## config.mk

```make
export PLATFORM = sky130hd
export DESIGN_NAME = vga_scan_driver
export DESIGN_NICKNAME = d
export VERILOG_FILES = /design/src/rtl/vga_scan_driver.sv
export SDC_FILE = /design/constraint.sdc
export NUM_CORES = 1
export LEC_CHECK = 0
export CAP_MARGIN = 20
export CORE_MARGIN = 2
export CORE_UTILIZATION = 48
export CTS_CLUSTER_SIZE = 14
export DETAILED_ROUTE_END_ITERATION = 6
export GPL_TIMING_DRIVEN = 0
export PLACE_DENSITY = 0.92
export REMOVE_ABC_BUFFERS = 1
export SLEW_MARGIN = 20
export SYNTH_ARGS = -nofsm -noshare
export SYNTH_HDL_FRONTEND = slang
export SYNTH_SLANG_ARGS = --single-unit
```

## constraint.sdc

```tcl
create_clock -name Clk -period 4.46 [get_ports Clk]
set_input_delay 0.669 -clock Clk [delete_from_list [all_inputs] [get_ports Clk]]
set_output_delay 0.669 -clock Clk [all_outputs]
set_load 0.03 [all_outputs]
```

## src/rtl/vga_scan_driver.sv

```systemverilog
// 640x480@60 raster driver: pixel strobe, DrawX/DrawY scan counters and one registered pin stage.
// Optional macro VGA_TEST_PATTERN_EN adds a test_mode input selecting eight vertical colour bars.
module vga_scan_driver #(
  parameter int CLK_DIV   = 2,
  parameter int H_VISIBLE = 640,
  parameter int H_FP      = 16,
  parameter int H_SYNC    = 96,
  parameter int H_BP      = 48,
  parameter int V_VISIBLE = 480,
  parameter int V_FP      = 10,
  parameter int V_SYNC    = 2,
  parameter int V_BP      = 33
) (
  input  logic       Clk,
  input  logic       Reset_n,
`ifdef VGA_TEST_PATTERN_EN
  input  logic       test_mode,
`endif
  input  logic [7:0] Red,
  input  logic [7:0] Green,
  input  logic [7:0] Blue,
  output logic [9:0] DrawX,
  output logic [9:0] DrawY,
  output logic       pixel_en,
  output logic       frame_start,
  output logic [7:0] VGA_R,
  output logic [7:0] VGA_G,
  output logic [7:0] VGA_B,
  output logic       hs,
  output logic       vs,
  output logic       de
);

  localparam int H_TOT = H_VISIBLE + H_FP + H_SYNC + H_BP;
  localparam int V_TOT = V_VISIBLE + V_FP + V_SYNC + V_BP;
  localparam int DIV_W = (CLK_DIV > 1) ? $clog2(CLK_DIV) : 1;

  localparam logic [DIV_W-1:0] DIV_LAST = DIV_W'(CLK_DIV - 1);
  localparam logic [9:0] X_LAST = 10'(H_TOT - 1);
  localparam logic [9:0] Y_LAST = 10'(V_TOT - 1);
  localparam logic [9:0] X_VIS  = 10'(H_VISIBLE);
  localparam logic [9:0] Y_VIS  = 10'(V_VISIBLE);
  localparam logic [9:0] HS_BEG = 10'(H_VISIBLE + H_FP);
  localparam logic [9:0] HS_END = 10'(H_VISIBLE + H_FP + H_SYNC - 1);
  localparam logic [9:0] VS_BEG = 10'(V_VISIBLE + V_FP);
  localparam logic [9:0] VS_END = 10'(V_VISIBLE + V_FP + V_SYNC - 1);

  logic [DIV_W-1:0] div_q;
  logic             pen_q;
  logic [9:0]       x_q, y_q;

  logic             vis_p0, hs_p0, vs_p0;
  logic [23:0]      src_p0, rgb_p0;

  logic [7:0]       r_p1, g_p1, b_p1;
  logic             hs_p1, vs_p1, de_p1;

  function automatic logic [23:0] blank_rgb(input logic vis, input logic [23:0] rgb);
    return vis ? rgb : 24'h0;
  endfunction

`ifdef VGA_TEST_PATTERN_EN
  function automatic logic [23:0] bar_rgb(input logic [9:0] x);
    logic [9:0] bar;
    bar = x / 10'd80;
    return {{8{bar[2]}}, {8{bar[1]}}, {8{bar[0]}}};
  endfunction
`endif

  // pixel strobe: registered so the first strobe lands CLK_DIV clocks after release
  always_ff @(posedge Clk or negedge Reset_n) begin
    if (!Reset_n) begin
      div_q <= '0;
      pen_q <= 1'b0;
    end else begin
      div_q <= (div_q == DIV_LAST) ? '0 : div_q + 1'b1;
      pen_q <= (div_q == DIV_LAST);
    end
  end

  always_ff @(posedge Clk or negedge Reset_n) begin
    if (!Reset_n) begin
      x_q <= '0;
      y_q <= '0;
    end else if (pen_q) begin
      if (x_q == X_LAST) begin
        x_q <= '0;
        y_q <= (y_q == Y_LAST) ? '0 : y_q + 10'd1;
      end else begin
        x_q <= x_q + 10'd1;
      end
    end
  end

  // stage p0: decode the position currently presented to the colour mapper
  always_comb begin
    vis_p0 = (x_q < X_VIS) && (y_q < Y_VIS);
    hs_p0  = !((x_q >= HS_BEG) && (x_q <= HS_END));
    vs_p0  = !((y_q >= VS_BEG) && (y_q <= VS_END));
    src_p0 = {Red, Green, Blue};
`ifdef VGA_TEST_PATTERN_EN
    if (test_mode) src_p0 = bar_rgb(x_q);
`endif
    rgb_p0 = blank_rgb(vis_p0, src_p0);
  end

  // stage p1: pins, one pixel period behind DrawX/DrawY
  always_ff @(posedge Clk or negedge Reset_n) begin
    if (!Reset_n) begin
      r_p1  <= '0;
      g_p1  <= '0;
      b_p1  <= '0;
      hs_p1 <= 1'b1;
      vs_p1 <= 1'b1;
      de_p1 <= 1'b0;
    end else if (pen_q) begin
      {r_p1, g_p1, b_p1} <= rgb_p0;
      hs_p1 <= hs_p0;
      vs_p1 <= vs_p0;
      de_p1 <= vis_p0;
    end
  end

  assign DrawX       = x_q;
  assign DrawY       = y_q;
  assign pixel_en    = pen_q;
  assign frame_start = pen_q && (x_q == X_LAST) && (y_q == Y_LAST);
  assign VGA_R       = r_p1;
  assign VGA_G       = g_p1;
  assign VGA_B       = b_p1;
  assign hs          = hs_p1;
  assign vs          = vs_p1;
  assign de          = de_p1;

endmodule

```

==> summary.txt, run 1 <==
Pwr
  – Peak supply drop: ~190 uV
  – Total power divided by cell area: 305 nW/um^2
  – LEAKAGE: around 1.3 nW

STA
  – Slew HR: 0.459
  – Final hold violations: 0
  – F_max: 321 MHz
  – Setup Viol. Count Final: 0
  – Crit path time final: 3.11 ns
  – Unrepaired setup endpoints after global routing: false
  – Post-Route Skew: 0.00774 ns
  – Max-slew violation count: 0
  – Tcrit/Tclk final: 0.698
  – Total negative setup slack: 0 ns
  – Worst-margin pin slew: ~0.81 ns

Global route
  – Grt ovf: 0
  – Vias in the first global route: roughly 1600
  – First-pass GRT wire length: ~8000 microns
  – Tot GR Track Use: 0.198
  – Pin count of the biggest net entering global routing: 34
  – Initial antenna violation count: 0

Clock network
  – Clock Latency Late Sink: 0.30 ns
  – Hold-fix buffers, CTS: 0
  – Total CTS buffers: 5
  – Setup Fix Bufs, Post-CTS: 0
  – Clock buffer depth: 2
  – CTS clk-pin slew, worst paths: ~0.090 ns
  – CTS sink count: between 40 and 50
  – Htree depth: 2
  – CTS root buf: clkbuf_8
  – Post-CTS sizing: 0
  – CTS tree: done

Yosys
  – Mux share of post-synthesis cell area: 0.00950
  – Simple-gate share of the synthesized area: 0.148
  – Synth Flop Type: dfrtp_1
  – Mean Syn Cell Area: ~12 sq um
  – Largest family of logic cells by synthesized area: simple AND/OR/NAND/NOR gates
  – Sequential element share of the synthesized area: 0.583
  – Post-Synthesis Cell Area: 2110 sq um
  – Cell variety after synth: 35
  – Syn Inst Count: 180
  – Ys async rst share: 1.00
  – Xor/xnor share of the synthesized area: 0.0457
  – Number of synthesized flops with an enable pin: 0
  – Synth Area in Compound Gates: 0.146
  – Yosys warns: 0
  – Synth Register Bits: 49
  – Adder and majority gate portion of the synthesized area: 0.0238

Worst setup path
  – Cell family with most CP delay: simple AND/OR/NAND/NOR gates
  – Data arrival, critical path: roughly 2.4 ns
  – Critical Path, Cell by Cell: inv_1, ha_1, nor4bb_1, nand4_1, nor2_1, clkdlybuf4s50_1
  – Slowest CP cell: clkdlybuf4s50_1
  – Critical Path Source Type: flip-flop
  – CP Class: reg2out
  – Crit Path Max Fanout: 7
  – Worst setup EP type: output port
  – Critical path required time: ~3.8 ns
  – Buf/Inv on CP: 2
  – Crit-path max cell delay: 0.68 ns

Die
  – Cell Rows: 24
  – Initial Utilization: 0.491
  – DIE WIDTH: ~70 microns
  – Die span in y: ~70 microns
  – I/O pin count: 75
  – Die footprint: 4940 sq um
  – Core ar.: about 4300 sq um

Routing
  – Routed WL: between 4000 and 5000 microns
  – DRT antenna net count: 0
  – TritonRoute pass-1 iters: 5
  – Via-to-Cell Ratio: between 5 and 6
  – DR WL/cell: 15.4 microns
  – Number of DRC markers in iteration 0: 96
  – Vias: 1696
  – Residual DRC: 0

Final layout
  – Filler instances: 329
  – Ant. Diodes: 0
  – Layout cells sized above 1: 0.0820
  – Commonest non-fill, non-tap cell in the layout: clkdlybuf4s50_1
  – Final core occ: 0.703
  – Most frequent cells in the layout: clkdlybuf4s50_1, dfrtp_1, a22o_1
  – Area Growth Syn to Fin: 43.3%
  – Final #Nets: between 200 and 300

Run status
  – Status: finished clean

Min path
  – Class of the worst hold path: in2async

Placement
  – Port buffer count: 74
  – GPL Wtd Cong: between 0.7 and 0.8
  – Final HPWL DP: ~3500 microns

Flow run
  – Max-cap viol count: 0
-- cell usage after synthesis, types with 2 or more instances --
library cell,number,area (sq um)
a22o_1,25,219
and3_1,2,12.5
nor3_1,6,30.0
o31ai_1,2,15.0
nand2_1,13,48.8
or4_1,3,22.5
nor4_1,2,12.5
dfstp_2,2,52.6
and2_1,3,18.8
ha_1,4,50.1
nand4_1,3,18.8
clkbuf_1,3,11.3
and3_2,3,22.5
xnor2_1,6,52.6
nand3_1,7,35.0
buf_2,2,10.0
buf_6,3,33.8
o21ai_0,5,25.0
xor2_1,5,43.8
inv_1,9,33.8
nor2_1,10,37.5
a21oi_1,2,10.0
mux2i_1,2,20.0
dfrtp_1,47,1180
-- final cells by class --
type / instances / area (sq um) / share of cell area
multi-input cells: 113 / 791 / 0.262
inverters: 10 / 37.5 / 0.0124
clock inverters: 3 / 65.1 / 0.0215
well taps: 52 / 65.1 / 0.0215
repair buffers: 76 / 763 / 0.253
flip-flops and latches: 49 / 1230 / 0.407
clock buffers: 5 / 68.8 / 0.0228
-- worst register-to-register path, cell delays in order, from the launching register on --
cell and delay (ns):
dfrtp_1 0.55, inv_2 0.30, nor3_2 0.73, buf_4 0.33, a22o_1 0.16
-- report_power, final --
group | switching, W | internal, W | leakage (nW)
Sequential | 0.00000620 | 0.000455 | 0.602
Combinational | 0.0000420 | 0.0000478 | 0.630
Clock | 0.000146 | 0.000223 | 0.0681
-- routing by layer --
| layer | share of wire | vias up | GRT usage |
|---|---|---|---|
| li1 | - | 797 | - |
| met1 | 0.42 | 846 | 0.260 |
| met2 | 0.52 | 47 | 0.328 |
| met3 | 0.050 | 6 | 0.0491 |
| met4 | 0.010 | 0 | 0.0556 |
| met5 | 0 | - | 0 |
-- registers in the layout, summed over array words and instances (netlist names) --
register	count
div_q	1
hs	1
VGA_G	8
pixel_en	1
de	1
VGA_B	8
DrawX	10
DrawY	10
vs	1
VGA_R	8
-- path summary, 6_finish.rpt --
check / startpoint / endpoint / slack [ns] / depth (start not counted)
worst max-delay path: DrawY[0]$_DFFE_PN0P_ / frame_start / 1.35 / 6
worst min-delay path: Reset_n / DrawY[6]$_DFFE_PN0P_ / 0.28 / 1
worst max register to register: pixel_en$_DFF_PN0_ / VGA_B[4]$_DFFE_PN0P_ / 2.32 / 4
worst min register to register: div_q$_DFF_PN0_ / pixel_en$_DFF_PN0_ / 0.37 / 0
max in group asynchronous: Reset_n / vs$_DFFE_PN1P_ / 3.61 / 2
min in group Clk: div_q$_DFF_PN0_ / pixel_en$_DFF_PN0_ / 0.37 / 0
-- per-stage QoR --
stage | instances | instance area [sq um] | hold slack, ns | setup slack (ns) | power (W)
global placement | 298 | 2860 | 0.361 | 1.16 | 0.000557
finish | 308 | 3020 | 0.282 | 1.35 | 0.000920
global route | 308 | 3020 | 0.304 | 1.18 | 0.000950
CTS | 308 | 3020 | 0.301 | 1.34 | 0.000928
floorplan | 172 | 2050 | 0.354 | 1.86 | 0.000503
detailed placement | 300 | 2890 | 0.362 | 1.68 | 0.000561
-- logic make-up (layout without fill, tap and decap cells) --
kind of cell               Yosys count  in the layout
AOI/OAI and AO/OA                   39             39
xor gates and xnor gates            11             11
buffers and inverters               18             94
DFF                                 49             49
muxes                                2              2
and+or+nand+nor                     57             57
adders and majority gates            4              4
Power figures use the tool's default switching activity.
==> inputs of run 2 (changes only) <==
CORE_UTILIZATION = 40   (was 48)
PLACE_DENSITY = 0.82   (was 0.92)
clock period = 2.62 ns   (was 4.46 ns; I/O delays follow)
==> run 2 against run 1 <==
Effect of this change:
- clock skew is 0.0017 ns lower
- global-route usage shrank 2.8 points
- final cell count up 7.1%
- routed wire length grew 1.1%
- register-to-register slack got worse by 1.7 ns
- core utilization fell by 10 points
- first-iteration DRC count down 39%
- sequential cell count unchanged
- power up 62%
- critical endpoint unchanged
- largest cell class unchanged
==> summary.txt, run 2 (same netlist as run 1, synthesis figures left out) <==
Min path
  – Class of the worst hold path: in2async

STA
  – Setup Viol. Count Final: 0
  – Total negative setup slack: 0 ns
  – Tcrit/Tclk final: 0.942
  – Final hold violations: 0
  – Slew HR: 0.560
  – Worst-margin pin slew: ~0.66 ns
  – F_max: 405 MHz
  – Crit path time final: 2.47 ns
  – Post-Route Skew: between 0.006 and 0.007 ns
  – Max-slew violation count: 0

Final layout
  – Storage element area: ~1200 sq um
  – Commonest non-fill, non-tap cell in the layout: clkdlybuf4s50_1
  – Final core occ: 0.599
  – Area of the multi-input gates: just under 800 sq um
  – Most frequent cells in the layout: clkdlybuf4s50_1, dfrtp_1, a22o_1
  – Final #Nets: between 200 and 300
  – Layout cells sized above 1: 0.0923
  – Ant. Diodes: 0
  – Area Growth Syn to Fin: 45.3%
  – Final Cell Area: 3060 sq um
  – Filler instances: between 400 and 500

Die
  – Cell Rows: 26
  – Core ar.: roughly 5100 sq um
  – DIE WIDTH: about 77 microns
  – I/O pin count: 75
  – Die span in y: 76.6 microns
  – Die footprint: ~6000 sq um
  – Initial Utilization: 0.413

Global route
  – First-pass GRT wire length: a little over 8000 microns
  – Tot GR Track Use: 0.170
  – Initial antenna violation count: 0
  – Grt ovf: 0
  – Vias in the first global route: between 1500 and 2000
  – Pin count of the biggest net entering global routing: 29

Worst setup path
  – Critical Path Source Type: flip-flop
  – Critical path required time: 2.23 ns
  – CP Class: reg2out
  – Worst setup EP type: output port
  – Data arrival, critical path: around 2.1 ns
  – Crit Path Max Fanout: 6

Routing
  – Vias: approximately 1700
  – Number of DRC markers in iteration 0: 59
  – TritonRoute pass-1 iters: 4
  – DR WL/cell: 14.5 microns
  – Routed WL: roughly 4800 microns
  – Residual DRC: 0
  – Via-to-Cell Ratio: slightly above 5
  – DRT antenna net count: 0

Run status
  – Status: finished clean

Clock network
  – CTS root buf: clkbuf_8
  – CTS tree: done
  – CTS clk-pin slew, worst paths: ~0.090 ns
  – CTS sink count: 49
  – Clock buffer depth: 2
  – Clock Latency Late Sink: ~0.30 ns
  – Htree depth: 2
  – Total CTS buffers: 5

Pwr
  – LEAKAGE: 1.31 nW
  – Peak supply drop: ~300 uV
  – Pwr Total: around 0.0015 W
  – Total power divided by cell area: between 400 and 500 nW/um^2

Flow run
  – Max-cap viol count: 0

Placement
  – GPL Wtd Cong: around 0.8
  – DP Area: just under 3000 sq um
  – Port buffer count: between 70 and 80
  – Final HPWL DP: 3390 microns
[run 2: power breakdown]
part           switching [W]  internal [W]  leakage (nW)
combinational      0.0000717     0.0000825         0.653
clock               0.000244      0.000311        0.0585
sequential         0.0000102      0.000775         0.602
total               0.000326       0.00117          1.31
[run 2: routing by layer]
layer	global-route usage	part of all wire
met4	0.0436	0.010
met3	0.0427	0.045
met1	0.227	0.46
met5	0	0
met2	0.280	0.49
[run 2: final cells by class]
cell class / count / area share
clock buffer: 7 / 0.0282
inverter: 10 / 0.0123
multi-input combinational: 113 / 0.258
clock inverter: 1 / 0.00981
tap: 70 / 0.0286
timing repair buffer: 80 / 0.262
sequential: 49 / 0.401
[run 2: repair_timing]
item,CTS,global route
cloned,0,0
endpoints found under the setup margin,1,1
setup buffers,0,3
resized for setup,1,1
pin swaps,0,1
hold buffers,0,0
[run 2: path summary, 6_finish.rpt]
check | from | to | slack, ns | depth (start not counted)
max | DrawY[1]$_DFFE_PN0P_ | frame_start | 0.15 | 6
min | Reset_n | DrawY[8]$_DFFE_PN0P_ | 0.12 | 1
max in group asynchronous | Reset_n | VGA_B[1]$_DFFE_PN0P_ | 1.98 | 2
min reg2reg | div_q$_DFF_PN0_ | pixel_en$_DFF_PN0_ | 0.39 | 0
min in group Clk | div_q$_DFF_PN0_ | pixel_en$_DFF_PN0_ | 0.39 | 0
max reg2reg | DrawX[0]$_DFFE_PN0P_ | DrawY[8]$_DFFE_PN0P_ | 0.61 | 5
[run 2: critical path: stages (launching register included)]
cell and delay [ns]:
dfrtp_1 0.45, inv_1 0.10, ha_1 0.14, nor4bb_1 0.27, nand4_1 0.27, nor2_1 0.16, clkdlybuf4s15_1 0.38
[run 2: stage by stage]
stage	instances	setup WS (ns)	hold WS [ns]
floorplan	172	0.0200	0.0974
global placement	316	-0.723	0.362
detailed placement	319	0.144	0.371
CTS	327	0.0826	0.143
global route	330	-0.0116	0.164
finish	330	0.151	0.118
==> inputs of run 3 (changes only) <==
CORE_ASPECT_RATIO = 0.5   (was default)
==> run 3 against run 2 <==
Effect of this change:
- sequential cell count unchanged
- largest cell class unchanged
- worst hold slack got worse by 0.10 ns
- final area decreased by 1.3%
- combinational power about the same
- final cell count unchanged
- non-clock buffer count unchanged
- routed wire length increased by 5.4%
- power decreased by 8.6%
==> summary.txt, run 3 (same netlist as run 1, synthesis figures left out) <==
Run status
  – Status: finished clean

Global route
  – Initial antenna violation count: 0
  – Tot GR Track Use: 0.175
  – Pin count of the biggest net entering global routing: 34
  – First-pass GRT wire length: approximately 8200 microns
  – Grt ovf: 0
  – Vias in the first global route: approximately 1600

Final layout
  – Final #Nets: ~290
  – Storage element area: about 1200 sq um
  – Final Cell Area: roughly 3000 sq um
  – Filler instances: 433
  – Post-route non-filler standard cell count: 330
  – Layout cells sized above 1: 0.0923
  – Final core occ: 0.604
  – Commonest non-fill, non-tap cell in the layout: clkdlybuf4s50_1
  – Ant. Diodes: 0
  – Area Growth Syn to Fin: 43.3%
  – Area of the multi-input gates: 791 sq um
  – Most frequent cells in the layout: clkdlybuf4s50_1, dfrtp_1, a22o_1

STA
  – Tcrit/Tclk final: 0.971
  – Slew HR: 0.670
  – Post-Route Skew: roughly 0.0074 ns
  – Max-slew violation count: 0
  – F_max: 393 MHz
  – Setup Viol. Count Final: 0
  – Crit path time final: about 2.5 ns
  – Final worst slack: ~0.075 ns
  – Total negative setup slack: 0 ns
  – Final hold violations: 0
  – Worst-margin pin slew: approximately 0.49 ns

Placement
  – Port buffer count: between 70 and 80
  – Placed insts: around 320
  – Place WS: 0.0981 ns
  – Final HPWL DP: about 3600 microns
  – GPL Wtd Cong: approximately 0.84
  – DP Area: a little under 3000 sq um

Routing
  – Number of DRC markers in iteration 0: 74
  – Residual DRC: 0
  – Routed WL: about 5100 microns
  – Vias: around 1700
  – TritonRoute pass-1 iters: 4
  – Via-to-Cell Ratio: about 5.0
  – DRT antenna net count: 0
  – DR WL/cell: around 15 microns

Die
  – I/O pin count: 75
  – Cell Rows: 18
  – Initial Utilization: 0.421
  – Die span in y: about 55 microns
  – Core ar.: 5000 sq um
  – Die footprint: ~6000 sq um
  – DIE WIDTH: roughly 110 microns

Worst setup path
  – Critical Path Source Type: flip-flop
  – Worst R2R Start: pixel_en$_DFF_PN0_
  – Worst setup EP type: output port
  – Critical Path, Cell by Cell: inv_1, ha_1, nor4bb_1, nand4_1, nor2_1, clkdlybuf4s15_1
  – Start point of the critical path: DrawY[1]$_DFFE_PN0P_
  – Data arrival, critical path: around 2.2 ns
  – Crit-path max cell delay: 0.45 ns
  – CP Class: reg2out
  – Critical path required time: between 2 and 2.5 ns
  – Slowest CP cell: dfrtp_1
  – Crit Path Max Fanout: 7

Clock network
  – Clock buffer depth: 2
  – Hold-fix buffers, CTS: 0
  – Clock Latency Late Sink: ~0.29 ns
  – CTS clk-pin slew, worst paths: ~0.080 ns
  – Total CTS buffers: 5
  – CTS root buf: clkbuf_8
  – Htree depth: 2
  – CTS tree: done
  – CTS sink count: 49

Flow run
  – Max-cap viol count: 0

Min path
  – Class of the worst hold path: in2async

Pwr
  – LEAKAGE: 1.30 nW
  – Peak supply drop: around 260 uV
  – Total power divided by cell area: around 450 nW/um^2
==> run 3: cell types whose count changed in the layout (fill, tap and decap cells not counted), sizes merged <==
| cell | delta |
|---|---|
| bufinv | -1 |
| clkbuf | -1 |
| clkinv | +2 |
==> run 3: timing repair <==
item	in CTS	in global routing
resized for setup	1	1
setup endpoints to repair	1	1
pin swaps	0	1
endpoints found under the hold margin	0	0
buffers inserted	0	3
==> run 3: area by class of cell <==
type | instances | area share
well taps | 70 | 0.0290
flip-flops and latches | 49 | 0.407
inverters | 10 | 0.0124
clock inverters | 2 | 0.00331
repair buffers | 80 | 0.263
multi-input cells | 113 | 0.262
clock buffers | 6 | 0.0240
==> run 3: path summary, 6_finish.rpt <==
| kind | end | slack (ns) | cells after the start |
|---|---|---|---|
| max | frame_start | 0.07 | 6 |
| max reg2reg | DrawY[8]$_DFFE_PN0P_ | 0.61 | 4 |
| max in group asynchronous | vs$_DFFE_PN1P_ | 2.04 | 2 |
| min in group Clk | pixel_en$_DFF_PN0_ | 0.40 | 0 |
| min reg2reg | pixel_en$_DFF_PN0_ | 0.40 | 0 |
| min | DrawX[6]$_DFFE_PN0P_ | 0.01 | 1 |
==> run 3: worst max-delay path, delay by kind of cell, from the launching register on <==
kind | cells | cell delay [ns]
and+or+nand+nor | 3 | 0.78
buffers and inverters | 2 | 0.50
DFF | 1 | 0.45
adders and majority gates | 1 | 0.14
==> run 3: per-stage QoR <==
| step | hold slack (ns) | power (W) |
|---|---|---|
| floorplan | 0.0974 | 0.000856 |
| global route | 0.0265 | 0.00143 |
| detailed placement | 0.337 | 0.000955 |
| finish | 0.0138 | 0.00137 |
| CTS | 0.0160 | 0.00138 |
| global placement | 0.361 | 0.000950 |
==> run 3: routing by layer <==
layer  global-route usage  wire length, microns  vias to the layer above
li1                     -                     -                      805
met2                0.275                  2460                       25
met4               0.0557                    74                        0
met1                0.246                  2400                      825
met3               0.0342                   136                        8
met5                    0                     0                        -
==> run 3: power breakdown <==
part,switching (W),internal [W],leakage [nW]
Combinational,0.0000725,0.0000813,0.649
Clock,0.000241,0.000186,0.0450
Sequential,0.0000111,0.000775,0.602
